==> config.mk <==
export PLATFORM = sky130hd
export DESIGN_NAME = ltc2600_multi_writer_flat
export DESIGN_NICKNAME = d
export VERILOG_FILES = /design/src/rtl/ltc2600_pkg.sv /design/src/rtl/ltc2600_multi_writer_if.sv /design/src/rtl/ltc2600_cmd_fifo.sv /design/src/rtl/ltc2600_multi_writer.sv /design/src/flat_wrapper.sv
export SDC_FILE = /design/constraint.sdc
export NUM_CORES = 1
export LEC_CHECK = 0
export ABC_AREA = 1
export CORE_MARGIN = 2
export CORE_UTILIZATION = 55
export DETAILED_ROUTE_END_ITERATION = 12
export GPL_TIMING_DRIVEN = 0
export HOLD_SLACK_MARGIN = 0.03
export PLACE_DENSITY = 0.73
export REMOVE_ABC_BUFFERS = 1
export SLEW_MARGIN = 20
export SYNTH_ARGS = -nofsm -noshare
export SYNTH_HDL_FRONTEND = slang
export SYNTH_SLANG_ARGS = --single-unit
==> constraint.sdc <==
create_clock -name clk -period 3.5 [get_ports clk]
set_input_delay 0.7 -clock clk [delete_from_list [all_inputs] [get_ports clk]]
set_output_delay 0.7 -clock clk [all_outputs]
set_load 0.02 [all_outputs]
==> src/rtl/ltc2600_pkg.sv <==
// Shared types for the multi-chip LTC2600 writer: command encodings, queued command record
// and engine states.
package ltc2600_pkg;

    localparam int unsigned FRAME_BITS = 32;
    localparam int unsigned DEV_BITS   = 3;
    localparam int unsigned CODE_BITS  = 16;

    typedef enum logic [3:0] {
        WRITE_N          = 4'h0,
        UPDATE_N         = 4'h1,
        WRITE_UPDATE_ALL = 4'h2,
        WRITE_UPDATE_N   = 4'h3,
        POWER_DOWN_N     = 4'h4,
        NOP              = 4'hF
    } ltc2600_cmd_e;

    // data is stored already left-justified to 16 bits
    typedef struct packed {
        logic                 broadcast;
        logic [DEV_BITS-1:0]  dev;
        logic [3:0]           cmd;
        logic [3:0]           addr;
        logic [CODE_BITS-1:0] data;
    } dac_cmd_t;

    typedef enum logic [2:0] {
        StIdle,
        StClear,
        StSetup,
        StSckHi,
        StSckLo,
        StHold,
        StGap
    } state_e;

    function automatic logic [FRAME_BITS-1:0] build_frame(dac_cmd_t c);
        return {8'h00, c.cmd, c.addr, c.data};
    endfunction

endpackage

==> src/rtl/ltc2600_multi_writer_if.sv <==
// Command stream into the writer: valid/ready handshake plus the command fields.
interface ltc2600_multi_writer_if #(
    parameter int unsigned DATA_WIDTH = 16,
    parameter int unsigned DEV_W      = 1
);
    logic                  s_valid;
    logic                  s_ready;
    logic [DEV_W-1:0]      s_dev;
    logic                  s_broadcast;
    logic [3:0]            s_cmd;
    logic [3:0]            s_addr;
    logic [DATA_WIDTH-1:0] s_data;

    modport master (
        output s_valid, s_dev, s_broadcast, s_cmd, s_addr, s_data,
        input  s_ready
    );

    modport slave (
        input  s_valid, s_dev, s_broadcast, s_cmd, s_addr, s_data,
        output s_ready
    );
endinterface

==> src/rtl/ltc2600_cmd_fifo.sv <==
// Synchronous command FIFO with occupancy output; pointers carry one wrap bit.
module ltc2600_cmd_fifo
    import ltc2600_pkg::*;
#(
    parameter int unsigned DEPTH = 8
) (
    input  logic                   clk,
    input  logic                   rst,
    input  logic                   push,
    input  dac_cmd_t               wdata,
    output logic                   full,
    input  logic                   pop,
    output dac_cmd_t               rdata,
    output logic                   empty,
    output logic [$clog2(DEPTH):0] level
);
    localparam int unsigned AW = $clog2(DEPTH);

    dac_cmd_t      mem_q [DEPTH];
    logic [AW:0]   wr_ptr_q;
    logic [AW:0]   rd_ptr_q;

    always_ff @(posedge clk) begin
        if (rst) begin
            wr_ptr_q <= '0;
            rd_ptr_q <= '0;
        end else begin
            if (push && !full) begin
                wr_ptr_q <= wr_ptr_q + (AW+1)'(1);
            end
            if (pop && !empty) begin
                rd_ptr_q <= rd_ptr_q + (AW+1)'(1);
            end
        end
    end

    always_ff @(posedge clk) begin
        if (push && !full) begin
            mem_q[wr_ptr_q[AW-1:0]] <= wdata;
        end
    end

    assign empty = (wr_ptr_q == rd_ptr_q);
    assign full  = (wr_ptr_q[AW] != rd_ptr_q[AW]) && (wr_ptr_q[AW-1:0] == rd_ptr_q[AW-1:0]);
    assign level = wr_ptr_q - rd_ptr_q;
    assign rdata = mem_q[rd_ptr_q[AW-1:0]];

endmodule

==> src/rtl/ltc2600_multi_writer.sv <==
// Queued LTC2600 writer: serialises 32-bit frames to one of N_DEV chips (or all in turn),
// captures the SDO echo and sequences CLRB.
module ltc2600_multi_writer
    import ltc2600_pkg::*;
#(
    parameter int unsigned DATA_WIDTH = 16,
    parameter int unsigned N_DEV      = 2,
    parameter int unsigned FIFO_DEPTH = 8,
    parameter int unsigned SCK_DIV    = 2,
    parameter int unsigned CS_HOLD    = 2,
    parameter int unsigned CS_GAP     = 4,
    parameter int unsigned CLR_CYCLES = 8
) (
    input  logic                        clk,
    input  logic                        rst,
    ltc2600_multi_writer_if.slave       s,
    input  logic                        clear_req,
    input  logic [N_DEV-1:0]            sdo,
    output logic                        sck,
    output logic                        sdi,
    output logic [N_DEV-1:0]            csb,
    output logic                        clrb,
    output logic                        busy,
    output logic                        done,
    output logic [31:0]                 echo_data,
    output logic                        bad_dev,
    output logic [$clog2(FIFO_DEPTH):0] fifo_level
);
    localparam logic [15:0] DivLast  = 16'(SCK_DIV - 1);
    localparam logic [15:0] HoldLast = 16'(CS_HOLD - 1);
    localparam logic [15:0] GapLast  = 16'(CS_GAP - 1);
    localparam logic [15:0] ClrLast  = 16'(CLR_CYCLES - 1);

    dac_cmd_t wr_cmd, head;
    logic     fifo_full, fifo_empty, pop;

    state_e                  state_q, state_d;
    logic [15:0]             cnt_q, cnt_d;
    logic [5:0]              bit_cnt_q, bit_cnt_d;
    logic [DEV_BITS-1:0]     cur_dev_q, cur_dev_d;
    logic [FRAME_BITS-1:0]   shift_q, shift_d;
    logic [FRAME_BITS-1:0]   echo_sr_q, echo_sr_d;
    logic [31:0]             echo_data_q, echo_data_d;
    logic                    done_q, done_d;
    logic                    bad_dev_q, bad_dev_d;
    logic                    clear_pend_q, clear_pend_d;
    logic                    gap_setup_q, gap_setup_d;
    logic                    in_frame, sdo_bit;

    always_comb begin
        wr_cmd           = '0;
        wr_cmd.broadcast = s.s_broadcast;
        wr_cmd.dev       = DEV_BITS'(s.s_dev);
        wr_cmd.cmd       = s.s_cmd;
        wr_cmd.addr      = s.s_addr;
        wr_cmd.data      = CODE_BITS'(s.s_data) << (CODE_BITS - DATA_WIDTH);
    end

    ltc2600_cmd_fifo #(
        .DEPTH (FIFO_DEPTH)
    ) u_fifo (
        .clk   (clk),
        .rst   (rst),
        .push  (s.s_valid),
        .wdata (wr_cmd),
        .full  (fifo_full),
        .pop   (pop),
        .rdata (head),
        .empty (fifo_empty),
        .level (fifo_level)
    );

    assign s.s_ready = !fifo_full;

    always_ff @(posedge clk) begin
        if (rst) begin
            state_q      <= StIdle;
            cnt_q        <= '0;
            bit_cnt_q    <= '0;
            cur_dev_q    <= '0;
            shift_q      <= '0;
            echo_sr_q    <= '0;
            echo_data_q  <= '0;
            done_q       <= 1'b0;
            bad_dev_q    <= 1'b0;
            clear_pend_q <= 1'b0;
            gap_setup_q  <= 1'b0;
        end else begin
            state_q      <= state_d;
            cnt_q        <= cnt_d;
            bit_cnt_q    <= bit_cnt_d;
            cur_dev_q    <= cur_dev_d;
            shift_q      <= shift_d;
            echo_sr_q    <= echo_sr_d;
            echo_data_q  <= echo_data_d;
            done_q       <= done_d;
            bad_dev_q    <= bad_dev_d;
            clear_pend_q <= clear_pend_d;
            gap_setup_q  <= gap_setup_d;
        end
    end

    always_comb begin
        sdo_bit = 1'b0;
        for (int i = 0; i < N_DEV; i++) begin
            if (cur_dev_q == DEV_BITS'(i)) sdo_bit = sdo[i];
        end
    end

    always_comb begin
        state_d      = state_q;
        cnt_d        = cnt_q + 16'd1;
        bit_cnt_d    = bit_cnt_q;
        cur_dev_d    = cur_dev_q;
        shift_d      = shift_q;
        echo_sr_d    = echo_sr_q;
        echo_data_d  = echo_data_q;
        done_d       = 1'b0;
        bad_dev_d    = 1'b0;
        gap_setup_d  = gap_setup_q;
        pop          = 1'b0;
        clear_pend_d = clear_pend_q | clear_req;

        case (state_q)
            StIdle: begin
                cnt_d = '0;
                if (clear_pend_q) begin
                    state_d      = StClear;
                    clear_pend_d = 1'b0;
                end else if (!fifo_empty) begin
                    if (!head.broadcast && (32'(head.dev) >= N_DEV)) begin
                        pop       = 1'b1;
                        bad_dev_d = 1'b1;
                    end else begin
                        state_d   = StSetup;
                        cur_dev_d = head.broadcast ? '0 : head.dev;
                        shift_d   = build_frame(head);
                        bit_cnt_d = '0;
                    end
                end
            end
            StClear: begin
                clear_pend_d = 1'b0;  // requests during the clear itself are dropped
                if (cnt_q == ClrLast) begin
                    state_d     = StGap;
                    cnt_d       = '0;
                    gap_setup_d = 1'b0;
                end
            end
            StSetup: begin
                if (cnt_q == DivLast) begin
                    state_d = StSckHi;
                    cnt_d   = '0;
                end
            end
            StSckHi: begin
                if (cnt_q == DivLast) begin
                    echo_sr_d = {echo_sr_q[FRAME_BITS-2:0], sdo_bit};
                    shift_d   = shift_q << 1;
                    bit_cnt_d = bit_cnt_q + 6'd1;
                    state_d   = StSckLo;
                    cnt_d     = '0;
                end
            end
            StSckLo: begin
                if (cnt_q == DivLast) begin
                    cnt_d   = '0;
                    state_d = (bit_cnt_q == 6'(FRAME_BITS)) ? StHold : StSckHi;
                end
            end
            StHold: begin
                if (cnt_q == HoldLast) begin
                    done_d      = 1'b1;
                    echo_data_d = echo_sr_q;
                    state_d     = StGap;
                    cnt_d       = '0;
                    if (head.broadcast && (32'(cur_dev_q) < N_DEV - 1)) begin
                        cur_dev_d   = cur_dev_q + DEV_BITS'(1);
                        gap_setup_d = 1'b1;
                    end else begin
                        pop         = 1'b1;
                        gap_setup_d = 1'b0;
                    end
                end
            end
            StGap: begin
                if (cnt_q == GapLast) begin
                    cnt_d = '0;
                    if (gap_setup_q) begin
                        state_d   = StSetup;
                        shift_d   = build_frame(head);
                        bit_cnt_d = '0;
                    end else begin
                        state_d = StIdle;
                    end
                end
            end
            default: state_d = StIdle;
        endcase
    end

    assign in_frame = (state_q == StSetup) || (state_q == StSckHi) ||
                      (state_q == StSckLo) || (state_q == StHold);

    always_comb begin
        csb = '1;
        for (int i = 0; i < N_DEV; i++) begin
            csb[i] = !(in_frame && (cur_dev_q == DEV_BITS'(i)));
        end
    end

    assign sck       = (state_q == StSckHi);
    assign sdi       = in_frame ? shift_q[FRAME_BITS-1] : 1'b0;
    assign clrb      = (state_q != StClear);
    assign busy      = (state_q != StIdle) || !fifo_empty;
    assign done      = done_q;
    assign bad_dev   = bad_dev_q;
    assign echo_data = echo_data_q;

endmodule

==> src/flat_wrapper.sv <==
// flat-port wrapper written by rule: the top's interface ports become plain ports
module ltc2600_multi_writer_flat import ltc2600_pkg::*;
#(
    parameter int unsigned DATA_WIDTH = 16,
    parameter int unsigned N_DEV      = 2,
    parameter int unsigned FIFO_DEPTH = 8,
    parameter int unsigned SCK_DIV    = 2,
    parameter int unsigned CS_HOLD    = 2,
    parameter int unsigned CS_GAP     = 4,
    parameter int unsigned CLR_CYCLES = 8
)
  (clk, rst, clear_req, sdo, sck, sdi, csb, clrb, busy, done, echo_data, bad_dev, fifo_level, s_s_valid, s_s_dev, s_s_broadcast, s_s_cmd, s_s_addr, s_s_data, s_s_ready);
  ltc2600_multi_writer_if #(.DATA_WIDTH(DATA_WIDTH), .DEV_W((2))) s_i ();
  input  logic clk;
  input  logic rst;
  input  logic clear_req;
  input  logic [N_DEV-1:0] sdo;
  output logic sck;
  output logic sdi;
  output logic [N_DEV-1:0] csb;
  output logic clrb;
  output logic busy;
  output logic done;
  output logic [31:0] echo_data;
  output logic bad_dev;
  output logic [$clog2(FIFO_DEPTH):0] fifo_level;
  input wire logic [$bits(s_i.s_valid)-1:0] s_s_valid;
  input wire logic [$bits(s_i.s_dev)-1:0] s_s_dev;
  input wire logic [$bits(s_i.s_broadcast)-1:0] s_s_broadcast;
  input wire logic [$bits(s_i.s_cmd)-1:0] s_s_cmd;
  input wire logic [$bits(s_i.s_addr)-1:0] s_s_addr;
  input wire logic [$bits(s_i.s_data)-1:0] s_s_data;
  output wire logic [$bits(s_i.s_ready)-1:0] s_s_ready;
  assign s_i.s_valid = s_s_valid;
  assign s_i.s_dev = s_s_dev;
  assign s_i.s_broadcast = s_s_broadcast;
  assign s_i.s_cmd = s_s_cmd;
  assign s_i.s_addr = s_s_addr;
  assign s_i.s_data = s_s_data;
  assign s_s_ready = s_i.s_ready;
  ltc2600_multi_writer #(.DATA_WIDTH(DATA_WIDTH), .N_DEV(N_DEV), .FIFO_DEPTH(FIFO_DEPTH), .SCK_DIV(SCK_DIV), .CS_HOLD(CS_HOLD), .CS_GAP(CS_GAP), .CLR_CYCLES(CLR_CYCLES)) u_core (.clk(clk), .rst(rst), .s(s_i), .clear_req(clear_req), .sdo(sdo), .sck(sck), .sdi(sdi), .csb(csb), .clrb(clrb), .busy(busy), .done(done), .echo_data(echo_data), .bad_dev(bad_dev), .fifo_level(fifo_level));
endmodule
Word level (Yosys, flattened, before mapping)

Memories as Yosys holds them, arrays and structs flattened. A register that Yosys moved wholly into a read port is not among the register bits.
Cells that the tools add are included.
Widths: inputs -> output; s select.

Register bits: 136
Bits in writable memories: 216
Bits of input ports: 33
Memories kept: 1

$add $sub $neg: 6
Order comparisons: 2
Equality and inequality tests: 28
Multiplexer cells: 57
Bitwise operators: 3
Reductions and logical operators: 31

Memories:

| memory              | depth | width | read ports | clocked after Yosys merged registers in | wr ports | line                   | RTL |
|---|---|---|---|---|---|---|---|
| u_core.u_fifo.mem_q | 8     | 27    | 1          | 1                                       | 1        | ltc2600_cmd_fifo.sv:19 | `dac_cmd_t mem_q [DEPTH];` |

Operators with widths:

| kind                  | count |
|---|---|
| $mux 32               | 6 |
| $pmux 32 s3           | 1 |
| $pmux 16 s4           | 1 |
| $mux 3                | 18 |
| $mux 16               | 3 |
| $mux 6                | 6 |
| $pmux 3 s7            | 1 |
| $pmux 6 s3            | 1 |
| $add 16x1->16 const B | 1 |
| $eq 16x1->1 const B   | 1 |
| $eq 16x2->1 const B   | 1 |
| $eq 16x3->1 const B   | 1 |
| $ne 2x1->1 const B    | 8 |
| $mux 1                | 15 |
| $eq 3x3->1 const B    | 3 |
| $add 4x1->4 const B   | 2 |
| $reduce_and 8->1      | 1 |
| $logic_and 1x1->1     | 7 |
| $reduce_and 7->1      | 1 |
| $add 6x1->6 const B   | 1 |
| $eq 3x1->1 const B    | 2 |
| $eq 3x2->1 const B    | 2 |
| $eq 6x6->1 const B    | 1 |
| $logic_not 3->1       | 2 |
| other kinds (25)      | 41 |

Logic depth before layout (Yosys ltp)

Gate-level depths: netlist of the first run.

Word-level depth: 9
Mapped depth: 14
Mapped depth without buffers: 14

By module

Synthesis of the first run repeated with hierarchy kept, for this count alone.

Cells, all modules: 1593
Area total of the unflattened synthesis: 15092.0 um2

By module, submodules not included:

| module               | instances | cells each | area each (um2) | seq. area each (um2) |
|---|---|---|---|---|
| ltc2600_cmd_fifo     | 1         | 786        | 9414.0          | 6946.7 |
| ltc2600_multi_writer | 1         | 807        | 5677.9          | 2562.5 |

Worst setup path after synthesis of the first run

No wires, ideal clock.

Path type: register to register
Start: register u_core.u_fifo.wr_ptr_q[0]
End: memory u_core.u_fifo.mem_q[7][0] in the netlist's numbering, enable pin
Arrival: 2664 ps
Data required time: 3087 ps
Slack: 423 ps
Stages on the path, launching flop included: 10
Path buffers: 0
Path through: dfxtp_1 inv_1 ha_1 inv_1 nor2_1 nand2_1 nand2_1 inv_1 nand2_1 nor2_1

Longest elaborated chain between the ends: 6

Ends and longest elaborated chain:

| item                         | line                   | RTL |
|---|---|---|
| start, declared              | ltc2600_cmd_fifo.sv:20 | `logic [AW:0] wr_ptr_q;` |
| start signal, assigned       | ltc2600_cmd_fifo.sv:29 | `wr_ptr_q <= wr_ptr_q + (AW+1)'(1);` |
| $eq 3x3->1                   | ltc2600_cmd_fifo.sv:44 | `assign full = (wr_ptr_q[AW] != rd_ptr_q[AW]) && (wr_ptr_q[AW-1:0] == rd_ptr_q[AW-1:0]);` |
| $logic_and 1x1->1            | ltc2600_cmd_fifo.sv:44 |  |
| $logic_not 1->1              | n/a                    |  |
| via s_s_ready                | flat_wrapper.sv:33     | `output wire logic [$bits(s_i.s_ready)-1:0] s_s_ready;` |
| $logic_and 1x1->1            | ltc2600_cmd_fifo.sv:38 | `if (push && !full) begin` |
| $mux 1                       | ltc2600_cmd_fifo.sv:38 |  |
| $mux 1 (implied by the code) | ltc2600_cmd_fifo.sv:39 | `mem_q[wr_ptr_q[AW-1:0]] <= wdata;` |
| end, declared                | ltc2600_cmd_fifo.sv:19 |  |

The timed path passes the listed nets, and every way through them passes these cells.

Final worst setup path of the first run

Start: register u_core.state_q[0]
End: output port sck

Longest elaborated chain between the ends: 1

Ends and longest elaborated chain:

| item                   | line                        | RTL |
|---|---|---|
| start, declared        | ltc2600_multi_writer.sv:37  | `state_e state_q, state_d;` |
| start signal, assigned | ltc2600_multi_writer.sv:77  | `state_q <= StIdle;` |
| start signal, assigned | ltc2600_multi_writer.sv:89  | `state_q <= state_d;` |
| $eq 3x2->1             | ltc2600_multi_writer.sv:212 | `assign sck = (state_q == StSckHi);` |
| end, declared          | flat_wrapper.sv:18          | `output logic sck;` |

No other way between the ends.

==> metrics.log, run 1 <==
[metrics] total DRC errors in the routed layout: 0
[metrics] syn_area_per_cell: around 9.3 um2
[metrics] total area of multi-input combinational cells: 4913 um2
[metrics] overall via count from detail_route: 11050
[metrics] Critical Path Slowest Stage Cell: clkdlybuf4s50_1
[metrics] number of buffers created by CTS: 36
[metrics] post-CTS clock slew at the launch and capture registers of the worst setup and hold paths: roughly 60 ps
[metrics] type of element launching the critical path: flop
[metrics] final design utilization: 0.6503
[metrics] final routed wire length divided by cell count: 16.11 um
[metrics] leading cell type in the layout, fill and taps excluded: nand2_1
[metrics] initial antenna violation count: 2
[metrics] number of distinct library cells after synthesis: 40
[metrics] number of nets with antenna violations after routing: 0
[metrics] width of the chip: 169.5 um
[metrics] total of fill cells in the finished design: 2064
[metrics] hold bufs inserted after CTS: 0
[metrics] WHS Path Cells: 2
[metrics] launch instance of the worst min-delay path: u_core.echo_data[29]
[metrics] number of warnings printed during yosys synthesis: 0
[metrics] I/O pin total: 78
[metrics] Leakage Power: approximately 6.7 nW
[metrics] slew at the pin with the worst max-slew slack: between 1000 and 1500 ps
[metrics] die outline height: ~170 um
[metrics] endpoints failing hold: 0
[metrics] total area of sequential cells: 9275 um2
[metrics] count of state elements after synthesis: 355
[metrics] number of placement rows: 60
[metrics] wire length of the first global-routing pass: 52.83 mm
[metrics] Synth-to-Final Area Change: 16.33%
[metrics] source-to-sink clock delay at the later pin of the worst-skew pair: 530 ps
[metrics] via count of the first global-routing pass: 10650
[metrics] total routing usage reported by global routing: 0.2301
[metrics] critical path fanouts, max: 37
[metrics] DP Worst Slack: -67.50 ps
[metrics] clk buf depth: 3
[metrics] cell chosen for the clock root: clkbuf_16
[metrics] critical path required time: 2800 ps
[metrics] clock tree skew after final layout: 17.97 ps
[metrics] die area: 28730 um2
[metrics] area of the core: 26950 um2
[metrics] post-synthesis instance area: approximately 15000 um2
[metrics] synthesized instance count: 1619
[metrics] reg2reg end: u_core.shift_q[17]
[metrics] TritonCTS clock tree: built
[metrics] worst slew slack as a fraction of its limit: 0.2820
[metrics] sinks on the clock net: 355
[metrics] Hold Path Class: reg2reg
[metrics] setup repair after global routing missed its margin: false
[metrics] Vias/cell: 5.435
[metrics] leftover overflow at the end of global routing: 0
[metrics] power density over the cells: 665.5 nW/um2
[metrics] Final Net Count: 1710
[metrics] buffers and inverters on the worst path: 3
[metrics] max-slew violation total from the final report: 0
[metrics] number of port buffers: 77
[metrics] number of levels in the clock H-tree: 2
[metrics] pin count of the biggest net entering global routing: 65
[metrics] Setup-failing EPs final: 0
[metrics] commonest cells after routing, fill and taps aside: nand2_1, edfxtp_1, nand3_1
[metrics] largest vdd supply drop: between 0.0004 and 0.0005 V
[metrics] maximum clock frequency: 300.1 MHz
[metrics] family with the most delay on the worst path: buffers and inverters
[metrics] post-synthesis sequential area ratio: 0.6152
[metrics] effective utilization at floorplan: 0.5590
[metrics] final worst path period need: 3332 ps
[metrics] CP arrival: approximately 2600 ps
[metrics] Max-Cap Viols: 0
[metrics] worst setup path class: reg2out
[metrics] half-perimeter wire length after placement: 18.81 mm
[metrics] Crit path largest cell delay: 690 ps
[metrics] drt first pass iters: 5
[metrics] endpoint type of the worst setup path: output port
[metrics] Final Routed Wirelength: 32.77 mm
[metrics] path depth of the worst reg2reg path: 12
[metrics] violation count after the first detailed-routing iteration: 1097
[metrics] outcome: complete, no violations
[metrics] PnR worst setup slack: 167.6 ps
[metrics] slack of the worst reg-to-reg path: about 260 ps
[metrics] Final period util: 0.9521
[metrics] worst-path cell chain: nand2_1 -> inv_1 -> nand2_2 -> inv_4 -> clkdlybuf4s50_1
[metrics] global placement routability congestion: between 0.8 and 0.9
[metrics] terminating pin of the worst hold path: u_core.echo_data[29]
[metrics] fraction of final layout cells sized beyond drive strength 1: 0.08629
==> per-layer routing <==
| metal | share of wire | track usage |
|---|---|---|
| met2 | 0.47 | 0.3775 |
| met1 | 0.45 | 0.3107 |
| met3 | 0.056 | 0.03801 |
| met5 | 0.00034 | 0 |
| met4 | 0.025 | 0.08473 |
==> worst max path at each step <==
stage                            startpoint            endpoint  slack (ps)  cells past startpoint
final                     u_core.state_q[0]                 sck         170                      5
after detailed placement               flop   u_core.shift_q[1]         -70                     13
after CTS                              flop  u_core.shift_q[17]         100                     12
after global placement                 flop  u_core.shift_q[20]       -4170                     11
after floorplan                        flop  u_core.shift_q[10]       -1180                     11
after global routing                   flop   u_core.shift_q[4]          40                     12
==> state kept, by name, indices dropped and copies added (netlist names), named ones only <==
| register | flops |
|---|---|
| u_core.bad_dev | 1 |
| u_core.clear_pend_q | 1 |
| u_core.u_fifo.wr_ptr_q | 4 |
| u_core.cur_dev_q | 3 |
| u_core.echo_data | 32 |
| u_core.gap_setup_q | 1 |
| u_core.u_fifo.rd_ptr_q | 4 |
| u_core.done | 1 |
| u_core.u_fifo.mem_q | 216 |
| u_core.shift_q | 32 |
| u_core.echo_sr_q | 32 |
| u_core.bit_cnt_q | 6 |
| u_core.cnt_q | 16 |
| u_core.state_q | 3 |
==> where the power goes <==
group          total, W  internal [W]  switching (W)
registers       0.00492       0.00474       0.000185
clock network   0.00393       0.00237        0.00155
logic           0.00281      0.000916        0.00190
total            0.0117       0.00803        0.00364
==> kinds of logic (layout without fill, tap and decap cells) <==
family,count (synthesis),after routing,share of synthesized area
simple gates,787,788,0.2266
flops,355,355,0.6152
buf+inv,233,305,0.06378
compound gates,217,217,0.07499
xor+xnor,14,14,0.008139
fa+ha+maj,13,13,0.01129
other cells,0,1,0
==> synth_stat cells, drive strengths merged <==
master / number / area, um2
o2111ai: 1 / 8.760
xor2: 8 / 70.07
o21ai: 126 / 630.6
clkinv: 2 / 7.510
dfxtp: 139 / 2783
fa: 1 / 20.02
nor3: 9 / 45.04
a21oi: 85 / 451.7
nor3b: 1 / 7.510
inv: 146 / 548.0
xnor2: 6 / 52.55
nand3: 187 / 988.5
a31oi: 1 / 6.260
o211ai: 2 / 15.01
nor4: 1 / 6.260
a31o: 1 / 8.760
clkbuf: 46 / 173.9
nand3b: 3 / 22.52
nand4: 5 / 31.28
ha: 12 / 150.1
nand2: 376 / 1444
buf: 39 / 231.5
edfxtp: 216 / 6486
o221ai: 1 / 8.760
nor2: 181 / 718.2
or2: 24 / 150.1
==> area by class of cell <==
class	instances	share of cell area
clock buffers	50	0.05911
clock inverters	16	0.01064
repair buffers	91	0.06368
flip-flops and latches	355	0.5292
diodes	1	0.0001428
inverters	148	0.03248
well taps	341	0.02434
multi-input cells	1032	0.2804
==> worst register-to-register path: cells and delay by family, from the launching register on <==
family | cells | cell delay, ps
buffers and inverters | 4 | 1150
DFF | 1 | 490
and+or+nand+nor | 8 | 1510
==> timing repair <==
item | in CTS | in global routing
pin swaps | 0 | 1
setup endpoints to repair | 24 | 23
cloned | 0 | 1
setup buffers | 1 | 0
gates resized for setup | 2 | 0
==> through the flow <==
stage / area, um2 / TNS (ps) / total power [W] / hold slack (ps) / cells
after floorplan: 14660 / -54210 / 0.006909 / 433.4 / 1534
after global placement: 15860 / -454240 / 0.007641 / 448.8 / 1952
after detailed placement: 16260 / -1234 / 0.007750 / 453.9 / 1965
after CTS: 17510 / 0 / 0.01166 / 461.4 / 2032
after global routing: 17530 / 0 / 0.01228 / 486.5 / 2034
final: 17530 / 0 / 0.01166 / 460.0 / 2034
Note: power is estimated with default switching activity, not from simulation.
==> run 2, diff against run 1 <==
--- a/config.mk
+++ b/config.mk
@@ -7,11 +7,11 @@
 export LEC_CHECK = 0
 export ABC_AREA = 1
 export CORE_MARGIN = 2
-export CORE_UTILIZATION = 55
+export CORE_UTILIZATION = 50
 export DETAILED_ROUTE_END_ITERATION = 12
 export GPL_TIMING_DRIVEN = 0
 export HOLD_SLACK_MARGIN = 0.03
-export PLACE_DENSITY = 0.73
+export PLACE_DENSITY = 0.67
 export REMOVE_ABC_BUFFERS = 1
 export SLEW_MARGIN = 20
 export SYNTH_ARGS = -nofsm -noshare
==> metrics.log, run 2 (synthesized netlist as in run 1, its figures left out) <==
[metrics] outcome: complete, no violations
[metrics] WHS Path Cells: 2 (unchanged)
[metrics] worst slew slack as a fraction of its limit: 0.2871 (+0.005022)
[metrics] critical path fanouts, max: 56 (+51%)
[metrics] setup repair after global routing missed its margin: false
[metrics] cell chosen for the clock root: clkbuf_16
[metrics] die outline height: 177.6 um (+4.8%)
[metrics] number of inserted diodes: 0 (-1)
[metrics] initial antenna violation count: 1 (-1)
[metrics] Max-Cap Viols: 0 (unchanged)
[metrics] number of nets with antenna violations after routing: 0 (unchanged)
[metrics] power density over the cells: 669.0 nW/um2 (+0.53%)
[metrics] endpoints failing hold: 0 (unchanged)
[metrics] I/O pin total: 78 (unchanged)
[metrics] Hold Path Class: reg2reg
[metrics] total of fill cells in the finished design: 2503 (+21%)
[metrics] final worst path period need: 3251 ps (-81.11 ps)
[metrics] Final Net Count: 1711 (+0.058%)
[metrics] flip-flop count of the largest register, all copies and words added: 216 (unchanged)
[metrics] via count of the first global-routing pass: 10250 (-3.8%)
[metrics] total routing usage reported by global routing: 0.2092 (-0.02083)
[metrics] number of placement rows: 63 (+5.0%)
[metrics] total DRC errors in the routed layout: 0 (unchanged)
[metrics] effective utilization at floorplan: 0.5083 (-0.05069)
[metrics] number of port buffers: 77 (unchanged)
[metrics] half-perimeter wire length after placement: 18.94 mm (+0.66%)
[metrics] violation count after the first detailed-routing iteration: 852 (-22%)
[metrics] wire length of the first global-routing pass: 52.40 mm (-0.82%)
[metrics] endpoint type of the worst setup path: output port
[metrics] area of the core: 29640 um2 (+10%)
[metrics] path depth of the worst reg2reg path: 12 (unchanged)
[metrics] drt first pass iters: 5 (unchanged)
[metrics] number of post-CTS setup repair buffers: 0 (-1)
[metrics] Final period util: 0.9289 (-0.02318)
[metrics] overall via count from detail_route: 11050 (-0.0090%)
[metrics] Leakage Power: 6.676 nW (+0.30%)
[metrics] source-to-sink clock delay at the later pin of the worst-skew pair: 520 ps (about the same)
[metrics] clk buf depth: 3 (unchanged)
[metrics] slew at the pin with the worst max-slew slack: 1063 ps (-11.50 ps)
[metrics] commonest cells after routing, fill and taps aside: nand2_1, edfxtp_1, nand3_1
[metrics] Synth-to-Final Area Change: 17.22%
[metrics] non-filler cells in the finished layout: 2084 (+2.5%)
[metrics] final routed wire length divided by cell count: 15.90 um (-1.3%)
[metrics] largest vdd supply drop: 0.0003553 V (-18%)
[metrics] worst setup path class: reg2out
[metrics] type of element launching the critical path: flop
[metrics] width of the chip: 177.6 um (+4.8%)
[metrics] max-slew violation total from the final report: 0 (unchanged)
[metrics] pin count of the biggest net entering global routing: 73 (+12%)
[metrics] number of levels in the clock H-tree: 2 (unchanged)
[metrics] CP arrival: 2550 ps (-80 ps)
[metrics] Hold Worst Slack: 458.1 ps (-1.939 ps)
[metrics] die area: 31540 um2 (+9.8%)
[metrics] placed insts: 2014 (+2.5%)
[metrics] global placement routability congestion: 0.8297 (+1.6%)
[metrics] TritonCTS clock tree: built
[metrics] critical path required time: 2800 ps (about the same)
[metrics] number of buffers created by CTS: 37 (+2.8%)
[metrics] Vias/cell: 5.304 (-2.4%)
[metrics] Pwr Total: 0.01182 W (+1.3%)
[metrics] leading cell type in the layout, fill and taps excluded: nand2_1
[metrics] sinks on the clock net: 355 (unchanged)
[metrics] hold bufs inserted after CTS: 0 (unchanged)
[metrics] maximum clock frequency: 307.6 MHz (+2.5%)
[metrics] clock tree skew after final layout: 13.38 ps (-4.583 ps)
[metrics] Fin Setup TNS: 0 ps (unchanged)
[metrics] fraction of final layout cells sized beyond drive strength 1: 0.08678 (+0.0004884)
[metrics] Final Routed Wirelength: 33.13 mm (+1.1%)
[metrics] post-CTS clock slew at the launch and capture registers of the worst setup and hold paths: 60 ps (about the same)
[metrics] final design utilization: 0.5959 (-0.05441)
[metrics] leftover overflow at the end of global routing: 0 (unchanged)
[metrics] Setup-failing EPs final: 0 (unchanged)
[run 2: metrics by stage]
step	area [um2]	setup slack (ps)
2_1_floorplan	14660	-1185
4_1_cts	17620	36.11
3_3_place_gp	15920	-4395
3_5_place_dp	16350	-70.09
5_1_grt	17660	56.31
6_report	17660	248.7
[run 2: final cells by class]
class | instances | area (um2) | share of cell area
sequential | 355 | 9275 | 0.5252
multi-input combinational | 1033 | 4941 | 0.2798
timing repair buffer | 90 | 1119 | 0.06334
clock buffer | 52 | 1055 | 0.05972
inverter | 148 | 574.3 | 0.03252
tap | 390 | 488.0 | 0.02763
clock inverter | 16 | 209.0 | 0.01183
[run 2: worst paths after layout]
path	to	start	slack, ps
worst min-delay path	u_core.echo_data[15]	u_core.echo_data[15]	460
worst min register to register	u_core.echo_data[15]	u_core.echo_data[15]	460
worst max register to register	u_core.shift_q[1]	flop	340
worst max-delay path	sck	u_core.state_q[0]	250
[run 2: critical path, stage by stage, from the launching register on]
cell,delay (ps)
dfxtp_1,480
nand2_1,110
inv_1,160
nand2_8,270
inv_8,310
clkdlybuf4s50_1,660
[run 2: repair_timing]
action / 4_1_cts / 5_1_grt
gates resized for setup: 2 / 3
pin swaps: 0 / 1
setup endpoints to repair: 24 / 41
cloned: 0 / 2
[run 2: power breakdown]
part / internal (W) / switching, W
clock network: 0.00248 / 0.00155
registers: 0.00474 / 0.000197
logic: 0.000913 / 0.00193
total: 0.00813 / 0.00369
[run 2: routing by layer]
layer / global-route usage / up-vias / share of wire
li1: - / 5461 / -
met1: 0.2907 / 5228 / 0.45
met2: 0.3404 / 302 / 0.47
met3: 0.03171 / 60 / 0.060
met4: 0.06216 / 2 / 0.022
met5: 0 / - / 0.00033
==> run 3, diff against run 2 <==
--- a/config.mk
+++ b/config.mk
@@ -8,6 +8,7 @@
 export ABC_AREA = 1
 export CORE_MARGIN = 2
 export CORE_UTILIZATION = 50
+export CTS_CLUSTER_SIZE = 25
 export DETAILED_ROUTE_END_ITERATION = 12
 export GPL_TIMING_DRIVEN = 0
 export HOLD_SLACK_MARGIN = 0.03
@@ -16,4 +17,5 @@
 export SLEW_MARGIN = 20
 export SYNTH_ARGS = -nofsm -noshare
 export SYNTH_HDL_FRONTEND = slang
+export SYNTH_HIERARCHICAL = 1
 export SYNTH_SLANG_ARGS = --single-unit
==> metrics.log, run 3 <==
[metrics] asr flop ratio synth: 0 (unchanged)
[metrics] hold bufs inserted after CTS: 0 (unchanged)
[metrics] count of state elements after synthesis: 363 (+2.3%)
[metrics] Hold Worst Slack: 466.6 ps (+8.506 ps)
[metrics] clk buf depth: 3 (unchanged)
[metrics] slew at the pin with the worst max-slew slack: 1077 ps (+14.09 ps)
[metrics] post-synthesis instance area: 15090 um2 (+0.17%)
[metrics] power density over the cells: 647.5 nW/um2 (-3.2%)
[metrics] Crit path largest cell delay: 640 ps (-20 ps)
[metrics] TritonCTS clock tree: built
[metrics] largest vdd supply drop: 0.0004098 V (+15%)
[metrics] Max-Cap Viols: 0 (unchanged)
[metrics] Yosys top cell by area: edfxtp_1
[metrics] syn_area_per_cell: 9.474 um2 (+1.8%)
[metrics] maximum clock frequency: 298.7 MHz (-2.9%)
[metrics] Critical Path Slowest Stage Cell: clkdlybuf4s50_1
[metrics] total area of multi-input combinational cells: 5026 um2 (+1.7%)
[metrics] width of the chip: 177.7 um (about the same)
[metrics] total DRC errors in the routed layout: 0 (unchanged)
[metrics] endpoints failing hold: 0 (unchanged)
[metrics] Pwr Total: 0.01153 W (-2.5%)
[metrics] number of buffers created by CTS: 38 (+2.7%)
[metrics] Setup-failing EPs final: 0 (unchanged)
[metrics] area share of fa/ha/maj cells after synthesis: 0.01128 (-0.00001966)
[metrics] Synth-to-Final Area Change: 17.94%
[metrics] total area of sequential cells: 9518 um2 (+2.6%)
[metrics] die outline height: 177.7 um (about the same)
[metrics] violation count after the first detailed-routing iteration: 730 (-14%)
[metrics] leftover overflow at the end of global routing: 0 (unchanged)
[metrics] slack of the worst reg-to-reg path: 260 ps (-80 ps)
[metrics] worst setup path start: u_core/state_q[2]
[metrics] placed insts: 2003 (-0.55%)
[metrics] Post-Synth Simple-Gate Area: 0.1990 (-0.02759)
[metrics] worst slew slack as a fraction of its limit: 0.2813 (-0.005802)
[metrics] I/O pin total: 78 (unchanged)
[metrics] endpoint type of the worst setup path: output port
[metrics] share of cell area taken by muxes after synthesis: 0 (unchanged)
[metrics] synthesized instance count: 1593 (-1.6%)
[metrics] post-CTS clock slew at the launch and capture registers of the worst setup and hold paths: 60 ps (about the same)
[metrics] synth cell count leaders: nor2_1, nand2_1, edfxtp_1
[metrics] total routing usage reported by global routing: 0.2059 (-0.003322)
[metrics] number of levels in the clock H-tree: 2 (unchanged)
[metrics] drt first pass iters: 5 (unchanged)
[metrics] cell with the most instances after synthesis: nor2_1
[metrics] Final period util: 0.9565 (+0.02756)
[metrics] worst setup path class: reg2out
[metrics] outcome: complete, no violations
[metrics] dominant combinational cell family by area after synthesis: simple AND/OR/NAND/NOR gates
[metrics] total of fill cells in the finished design: 2444 (-2.4%)
[metrics] number of distinct library cells after synthesis: 33 (-18%)
[metrics] fraction of the mapped netlist area in compound gates: 0.1021 (+0.02706)
[metrics] setup repair after global routing missed its margin: false
[metrics] non-filler cells in the finished layout: 2081 (-0.14%)
[metrics] initial antenna violation count: 2 (+1)
[metrics] critical path fanouts, max: 30 (-46%)
[metrics] leading cell type in the layout, fill and taps excluded: nor2_1
[metrics] commonest cells after routing, fill and taps aside: nor2_1, nand2_1, edfxtp_1
[metrics] worst-path cell chain: inv_2 -> nand3_4 -> nand4_1 -> nand3_1 -> clkdlybuf4s50_1
[metrics] post-synthesis sequential area ratio: 0.6301 (+0.01485)
[metrics] wire length of the first global-routing pass: 51.61 mm (-1.5%)
[metrics] cell chosen for the clock root: clkbuf_16
[metrics] CP arrival: 2650 ps (+100 ps)
[metrics] area of the core: 29720 um2 (+0.27%)
[metrics] pin count of the biggest net entering global routing: 73 (unchanged)
[metrics] path depth of the worst reg2reg path: 15 (+3)
[metrics] Area contributors post-synth: edfxtp_1, dfxtp_1, nor2_1
[metrics] Leakage Power: 6.682 nW (about the same)
[metrics] final worst path period need: 3348 ps (+96.46 ps)
[metrics] number of placement rows: 63 (unchanged)
[metrics] die area: 31590 um2 (+0.17%)
[metrics] Vias/cell: 5.241 (-1.2%)
[metrics] number of warnings printed during yosys synthesis: 6 (+6)
[metrics] source-to-sink clock delay at the later pin of the worst-skew pair: 540 ps (+20 ps)
[metrics] Final Routed Wirelength: 32.51 mm (-1.9%)
[metrics] count of flip-flops with a built-in enable after synthesis: 224 (+3.7%)
[metrics] Yosys top cell area share: 0.4457 (+0.01517)
[metrics] half-perimeter wire length after placement: 18.65 mm (-1.5%)
[metrics] max-slew violation total from the final report: 0 (unchanged)
[metrics] flip-flop count of the largest register, all copies and words added: 224 (+3.7%)
[metrics] global placement routability congestion: 0.7937 (-4.3%)
[metrics] prevailing post-synth register cell: edfxtp_1
[metrics] type of element launching the critical path: flop
[metrics] reg2reg end: u_core/shift_q[29]
[metrics] critical path required time: 2800 ps (about the same)
[metrics] fraction of final layout cells sized beyond drive strength 1: 0.08343 (-0.003345)
[metrics] via count of the first global-routing pass: 10210 (-0.47%)
[metrics] fraction of synthesized cell area in xor and xnor cells: 0.01103 (+0.002888)
[metrics] Hold Path Class: reg2reg
[metrics] number of port buffers: 77 (unchanged)
[metrics] effective utilization at floorplan: 0.5079 (about the same)
[metrics] clock tree skew after final layout: 18.40 ps (+5.013 ps)
[metrics] capture point of the critical path: csb[1]
[metrics] number of nets with antenna violations after routing: 0 (unchanged)
[metrics] final routed wire length divided by cell count: 15.62 um (-1.7%)
[metrics] Final Net Count: 1707 (-0.23%)
[metrics] overall via count from detail_route: 10910 (-1.3%)
[metrics] sinks on the clock net: 363 (+2.3%)
-- run 3: changes by cell type after synthesis, moves of 10 or more --
cell,delta
nand2_2,+10
o21ai_0,+43
o21ai_1,+80
a21oi_1,-33
inv_1,-84
nor2_1,+175
nand2_1,-88
or2_2,-24
clkbuf_1,-13
nor3_1,+10
nand3_1,-115
buf_2,+14
-- run 3: worst min-delay path by stage --
stage	start	end	slack (ps)	depth (start not counted)
2_1_floorplan	u_core/echo_sr_q[31]	u_core/echo_sr_q[31]	440	2
3_3_place_gp	u_core/echo_sr_q[31]	u_core/echo_sr_q[31]	450	2
3_5_place_dp	u_core/echo_sr_q[31]	u_core/echo_sr_q[31]	450	2
4_1_cts	u_core/echo_sr_q[31]	u_core/echo_sr_q[31]	460	2
5_1_grt	u_core/echo_sr_q[18]	u_core/echo_sr_q[18]	500	2
6_report	u_core/echo_sr_q[31]	u_core/echo_sr_q[31]	470	2
-- run 3: logic make-up after synthesis --
logic type | count (synthesis)
and+or+nand+nor | 746
DFF | 363
AOI/OAI and AO/OA | 302
buffers and inverters | 149
xor gates and xnor gates | 19
adders and majority gates | 13
other | 1
-- run 3: critical path, delay by kind of cell (launching register included) --
kind                   cells  cell delay, ps
AND/OR/NAND/NOR            3             740
buffers and inverters      2             770
flip-flops                 1             590
-- run 3: layout make-up --
class,count,area share
well taps,390,0.02741
repair buffers,105,0.06818
clock buffers,47,0.05701
multi-input cells,1091,0.2824
clock inverters,22,0.01659
diodes,1,0.0001406
inverters,62,0.01357
flip-flops and latches,363,0.5347
-- run 3: where the power goes --
group	internal (W)	total, W	switching [W]
registers	0.00478	0.00496	0.000174
logic	0.000835	0.00244	0.00161
clock network	0.00246	0.00412	0.00166
-- run 3: metrics by stage --
stage	setup TNS [ps]	area, um2	setup WS [ps]	utilization
CTS	0	17710	6.191	0.5959
floorplan	-83220	14650	-1625	-
finish	0	17800	152.3	0.5990
global placement	-651010	15910	-4867	0.5354
global route	0	17800	2.567	0.5990
detailed placement	-9836	16350	-410.2	0.5503
-- run 3: per-layer routing --
layer	up-vias	wire length (um)	global-route usage
met1	5132	14230	0.2580
met4	2	587	0.05977
li1	5467	-	-
met2	253	16030	0.3687
met3	52	1654	0.03042
met5	-	12	0
-- run 3: timing repair --
item / in CTS / in global routing
resized for setup: 3 / 3
setup buffers: 1 / 4
setup endpoints to repair: 41 / 38
pin swaps: 1 / 3
gates cloned: 1 / 2
